### src/rtl/mux3_arb_pkg.sv
// mux3_arbiter shared types and helpers.
// Grant encodings and round-robin selection.
package mux3_arb_pkg;

  typedef enum logic {
    IDLE = 1'b0,
    BUSY = 1'b1
  } state_t;

  localparam logic [1:0] SEL_D0 = 2'b00;
  localparam logic [1:0] SEL_D1 = 2'b01;
  localparam logic [1:0] SEL_D2 = 2'b10;

  // Successor of a grant, modulo three requesters.
  function automatic logic [1:0] sel_next(
    input logic [1:0] s
  );
    case (s)
      SEL_D0:  return SEL_D1;
      SEL_D1:  return SEL_D2;
      default: return SEL_D0;
    endcase
  endfunction

  // Request bit of one requester.
  function automatic logic req_of(
    input logic [2:0] v,
    input logic [1:0] s
  );
    case (s)
      SEL_D0:  return v[0];
      SEL_D1:  return v[1];
      SEL_D2:  return v[2];
      default: return 1'b0;
    endcase
  endfunction

  // First requesting index at ptr, ptr+1, ptr+2.
  function automatic logic [1:0] rr_pick(
    input logic [1:0] ptr,
    input logic [2:0] v
  );
    logic [1:0] c1;
    logic [1:0] c2;
    c1 = sel_next(ptr);
    c2 = sel_next(c1);
    if (req_of(v, ptr)) return ptr;
    if (req_of(v, c1))  return c1;
    return c2;
  endfunction

endpackage

### src/rtl/mux3_arbiter_mux3.sv
// Three-way data selector.
// s = 00/01/10 picks a/b/c.
module mux3
  import mux3_arb_pkg::*;
#(
  parameter int WIDTH = 8
) (
  input  logic [WIDTH-1:0] a,
  input  logic [WIDTH-1:0] b,
  input  logic [WIDTH-1:0] c,
  input  logic [1:0]       s,
  output logic [WIDTH-1:0] y
);

  // Select one input by grant encoding.
  always_comb begin
    y = a;
    case (s)
      SEL_D1:  y = b;
      SEL_D2:  y = c;
      default: y = a;
    endcase
  end

endmodule

### src/rtl/mux3_arbiter.sv
// Packet-level round-robin arbiter over
// three valid/ready requesters.
module mux3_arbiter
  import mux3_arb_pkg::*;
#(
  parameter int WIDTH     = 8,
  parameter int MAX_BEATS = 16
) (
  input  logic             clk,
  input  logic             reset,
  input  logic [2:0]       in_valid,
  input  logic [2:0]       in_last,
  input  logic [WIDTH-1:0] d0,
  input  logic [WIDTH-1:0] d1,
  input  logic [WIDTH-1:0] d2,
  output logic [2:0]       in_ready,
  output logic             out_valid,
  input  logic             out_ready,
  output logic [WIDTH-1:0] out_data,
  output logic             out_last,
  output logic [1:0]       sel
);

  localparam logic [7:0] MAXB = 8'(MAX_BEATS);

  state_t     state;
  state_t     state_nx;
  logic [1:0] ptr;
  logic [7:0] beats;
  logic       xfer;
  logic       done;

  mux3 #(
    .WIDTH(WIDTH)
  ) u_mux (
    .a(d0),
    .b(d1),
    .c(d2),
    .s(sel),
    .y(out_data)
  );

  // Last flag follows the same grant encoding.
  always_comb begin
    out_last = in_last[0];
    case (sel)
      SEL_D1:  out_last = in_last[1];
      SEL_D2:  out_last = in_last[2];
      default: out_last = in_last[0];
    endcase
  end

  // Transfer and packet-release conditions.
  always_comb begin
    xfer = out_valid && out_ready;
    done = xfer &&
           (out_last || (beats + 8'd1 == MAXB));
  end

  // State, grant, pointer and beat counter.
  always_ff @(posedge clk) begin
    if (reset) begin
      state <= IDLE;
      ptr   <= SEL_D0;
      sel   <= SEL_D0;
      beats <= 8'd0;
    end else begin
      state <= state_nx;
      if (state == IDLE && |in_valid) begin
        sel   <= rr_pick(ptr, in_valid);
        beats <= 8'd0;
      end
      if (xfer) beats <= beats + 8'd1;
      if (done) ptr <= sel_next(sel);
    end
  end

  // Next state: grant on any request,
  // release on last or beat limit.
  always_comb begin
    state_nx = state;
    case (state)
      IDLE:    if (|in_valid) state_nx = BUSY;
      BUSY:    if (done) state_nx = IDLE;
      default: state_nx = IDLE;
    endcase
  end

  // Handshake outputs; reset blocks any
  // transfer in the cycle it is sampled.
  always_comb begin
    out_valid = 1'b0;
    in_ready  = 3'b000;
    if (state == BUSY && !reset) begin
      case (sel)
        SEL_D0: begin
          out_valid   = in_valid[0];
          in_ready[0] = out_ready;
        end
        SEL_D1: begin
          out_valid   = in_valid[1];
          in_ready[1] = out_ready;
        end
        SEL_D2: begin
          out_valid   = in_valid[2];
          in_ready[2] = out_ready;
        end
        default: ;
      endcase
    end
  end

endmodule

### config.mk
export PLATFORM = sky130hd
export DESIGN_NAME = mux3_arbiter
export DESIGN_NICKNAME = d
export VERILOG_FILES = /design/src/rtl/mux3_arb_pkg.sv /design/src/rtl/mux3_arbiter_mux3.sv /design/src/rtl/mux3_arbiter.sv
export SDC_FILE = /design/constraint.sdc
export NUM_CORES = 1
export LEC_CHECK = 0
export BUFFER_PORTS_ARGS = -buffer_cell sky130_fd_sc_hd__buf_2
export CORE_MARGIN = 5
export CORE_UTILIZATION = 41
export DETAILED_ROUTE_END_ITERATION = 10
export GPL_ROUTABILITY_DRIVEN = 0
export PLACE_DENSITY_LB_ADDON = 0.2
export SETUP_SLACK_MARGIN = 0.5
export SLEW_MARGIN = 15
export SYNTH_ARGS = -nofsm -noshare
export SYNTH_HDL_FRONTEND = slang
export SYNTH_HIERARCHICAL = 1
export SYNTH_SLANG_ARGS = --single-unit
### constraint.sdc
create_clock -name clk -period 2.09 [get_ports clk]
set_clock_uncertainty 0.15 [all_clocks]
set_input_delay 0.3135 -clock clk [delete_from_list [all_inputs] [get_ports clk]]
set_output_delay 0.3135 -clock clk [all_outputs]
set_load 0.005 [all_outputs]
==> results.md <==
* Final WS setup at -0.0215 ns
* CP max stage cell: a222oi_1
* Ys flop type: dfxtp_1
* Post-synth top cells: nand2_1 (17), dfxtp_1 (13), o21ai_0 (13), a21oi_1 (12), nor2_1 (10)
* Final slew viol count at 0
* Total power at 959 uW
* Worst hold path depth at 3
* Worst reg2reg startpoint: sel[1]
* Final period util at 101%
* DP Area at 1320 um^2
* # nets final at 251
* P&R area growth vs syn at 68.3%
* Kind of critical path: reg -> out
* Filler Cells Inserted at 185
* Comb pwr share at 54.3%
* P_int at 608 uW
* # DRC at 0
* Number of max-cap violations at 0
* Non-Filler Instances at 238
* Syn Nets at 179
* Die area at 3620 um^2
* Asr flop ratio synth at 0%
* Post-Place Worst Slack at 0.0779 ns
* Initial antenna violation count at 0
* FP Rows at 18
* Synthesis Warnings at 6
* P_leak at 0.714 nW
* Relative slew slack at 69.7%
* Fin area at 1740 um^2
* CTS Buf Count at 3
* Reg2Reg Depth at 10
* Maximum fanout along the worst path at 3
* DRT iter0 DRCs at 74
* Critical path, cell by cell: inv_4 -> ha_4 -> a222oi_1 -> buf_4 -> nor3_2 -> buf_2
* Total GRT Usage at 19.4%
* Via density at 5.63
* Setup Viol. Count Final at 1
* Final hold vios at 0
* Max incr delay on CP at 0.44 ns
* Mapped cell area at 1030 um^2
* EDFF count, synth at 0
* Initial Utilization at 42.4%
* IO Pins at 48
* TNS Setup at -0.0215 ns
* Clk slew on worst S/H paths at 0.08 ns
* Crit path buf inv count at 3
* Count leader, synth: nand2_1
* Mean Syn Cell Area at 7.53 um^2
* Sequential share of the synthesized area at 25.2%
* RSZ-0062 raised after global routing: yes
* Die Y at 60.1 um
* Yosys top cell by area: dfxtp_1
* CP Capture Type: output port
* Port buffer count at 47
* DP Cell Count at 213
* Ant diodes at 0
* Hold EP: beats[4]
* Worst setup SP type: register
* Clock network power share at 16.3%
* Die X at 60.1 um
* Sw Share at 36.6%
* Mapped Cells at 137
* Clock buffer depth at 2
* Critical path's top delay family: compound AO/OA/AOI/OAI gates
* Peak VDD IR at 0.000418 V
* Post-Route WL at 3.60 mm
* TritonRoute pass-1 iters at 4
* Via count at 1,341
* Worst EP arrival at 1.65 ns
* P_sw at 351 uW
* Pin count of the biggest net entering global routing at 15
* CTS tree: done
* FF-to-FF End: beats[6]
* Status: complete, but fails checks
* Root Driver: clkbuf_4
* Routed len/inst at 15.1 um
* Power density cells at 553 nW/um^2
* Area of the multi-input gates at 897 um^2
* #FFs+latches synth at 13
* Yosys top cell area share at 25.2%
* CP required at 1.63 ns
* Maximum clock frequency at 0.474 GHz
* HP Start: reset
* Slew of the pin with the lowest slew margin at 0.453 ns
* First-pass GRT wire length at 5.42 mm
* Clk_lat worst skew at 0.27 ns
* Congestion Overflow GR at 0
* Post-DP HPWL at 2.28 mm
* Tightest Hold Check Type: in -> reg
* R2r setup slk at 0.02 ns
* Sequential share of power at 29.4%
* FF+latch area at 272 um^2
* Netlist cell types at 34
* Core Footprint at 2430 um^2
* Antenna Nets Post-Route at 0
* Tmin final at 2.11 ns
* Num Clock Sinks at 13
* Layout cell share with drive strength beyond 1 at 59.1%
* Vias in the first global route at 1,300
* H-tree depth at 1
* Synth top area cells: dfxtp_1 (25%), ha_1 (11%), a22oi_1 (6.6%)
* Violated checks: setup timing
cell families (layout without fill, tap and decap cells):
family	Yosys count	in the layout	synth area share (%)
AO/OA/AOI/OAI	44	44	26.9
adder cells (fa/ha/maj)	9	9	10.9
buffers and inverters	12	83	6.92
flip-flops	13	13	25.2
multiplexers	1	1	0.971
AND/OR/NAND/NOR	58	58	29.0
power groups by stage:
stage | Clock, mW | Combinational (mW) | Sequential (mW)
after floorplan | 0 | 0.186 | 0.282
after global placement | 0 | 0.291 | 0.281
after detailed placement | 0 | 0.297 | 0.282
after CTS | 0.157 | 0.451 | 0.278
after global routing | 0.178 | 0.563 | 0.283
final | 0.157 | 0.521 | 0.282
worst reg2reg max path: stages, from the launching register on:
cell and delay, ns:
dfxtp_4 0.38, inv_4 0.05, ha_4 0.15, a222oi_1 0.44, buf_4 0.20, nor3_2 0.06, buf_6 0.15, nor2_4 0.16
buf_6 0.13, nand2_1 0.04, a31oi_1 0.11
worst max-delay path by stage:
| stage | start | slack [ns] | to | depth (start not counted) |
|---|---|---|---|---|
| floorplan | sel[1] | 0.29 | beats[1] | 7 |
| finish | sel[1] | -0.02 | out_valid | 6 |
| CTS | sel[1] | 0.006 | out_valid | 6 |
| global route | sel[1] | -0.12 | out_valid | 6 |
| global placement | sel[1] | 0.14 | state | 7 |
| detailed placement | sel[1] | 0.08 | state | 7 |
stage by stage:
stage               utilization, %  hold slack (ns)
CTS                           66.1            0.271
global route                  71.3            0.253
floorplan                        -            0.228
finish                        71.3            0.244
detailed placement            54.3            0.326
global placement              54.3            0.312
sequential cells by signal, summed over array words and instances (netlist names):
signal / count
beats: 8
sel: 2
ptr: 2
state: 1
area by class of cell:
| class | count | area share [%] |
|---|---|---|
| multi-input combinational | 112 | 51.7 |
| sequential | 13 | 15.6 |
| tap | 30 | 2.16 |
| inverter | 7 | 1.95 |
| clock buffer | 4 | 1.51 |
| timing repair buffer | 72 | 27.0 |
cell usage in the layout, fill, tap and decap left out, types with 2 or more instances in the layout:
master / instances
o21ai_0: 3
a22oi_1: 7
and2_1: 3
ha_1: 4
a211oi_2: 2
o21ai_2: 2
nor3_1: 3
ha_4: 4
and2_4: 2
nor3_2: 2
a21oi_1: 4
nand2_2: 8
dfxtp_4: 3
a31oi_1: 2
inv_4: 3
inv_1: 3
clkbuf_4: 3
nor2_1: 9
nand3b_1: 3
a21oi_2: 8
buf_2: 47
buf_6: 9
nor2_4: 2
nand3_1: 7
buf_4: 15
o21ai_1: 7
a22oi_2: 2
dfxtp_1: 10
nand2_1: 8
what timing repair did:
action / 4_1_cts / 5_1_grt
pin swaps: 13 / 13
setup buffers: 15 / 5
endpoints found under the setup margin: 24 / 24
cloned: 1 / 0
hold buffers: 0 / 0
gates resized for setup: 41 / 24
routing by layer:
| layer | share of wire, % | track usage [%] |
|---|---|---|
| met5 | 0 | 0 |
| met4 | 0.56 | 8.23 |
| met3 | 7.2 | 4.10 |
| met2 | 55 | 36.0 |
| met1 | 37 | 20.8 |
Power figures use the tool's default switching activity.
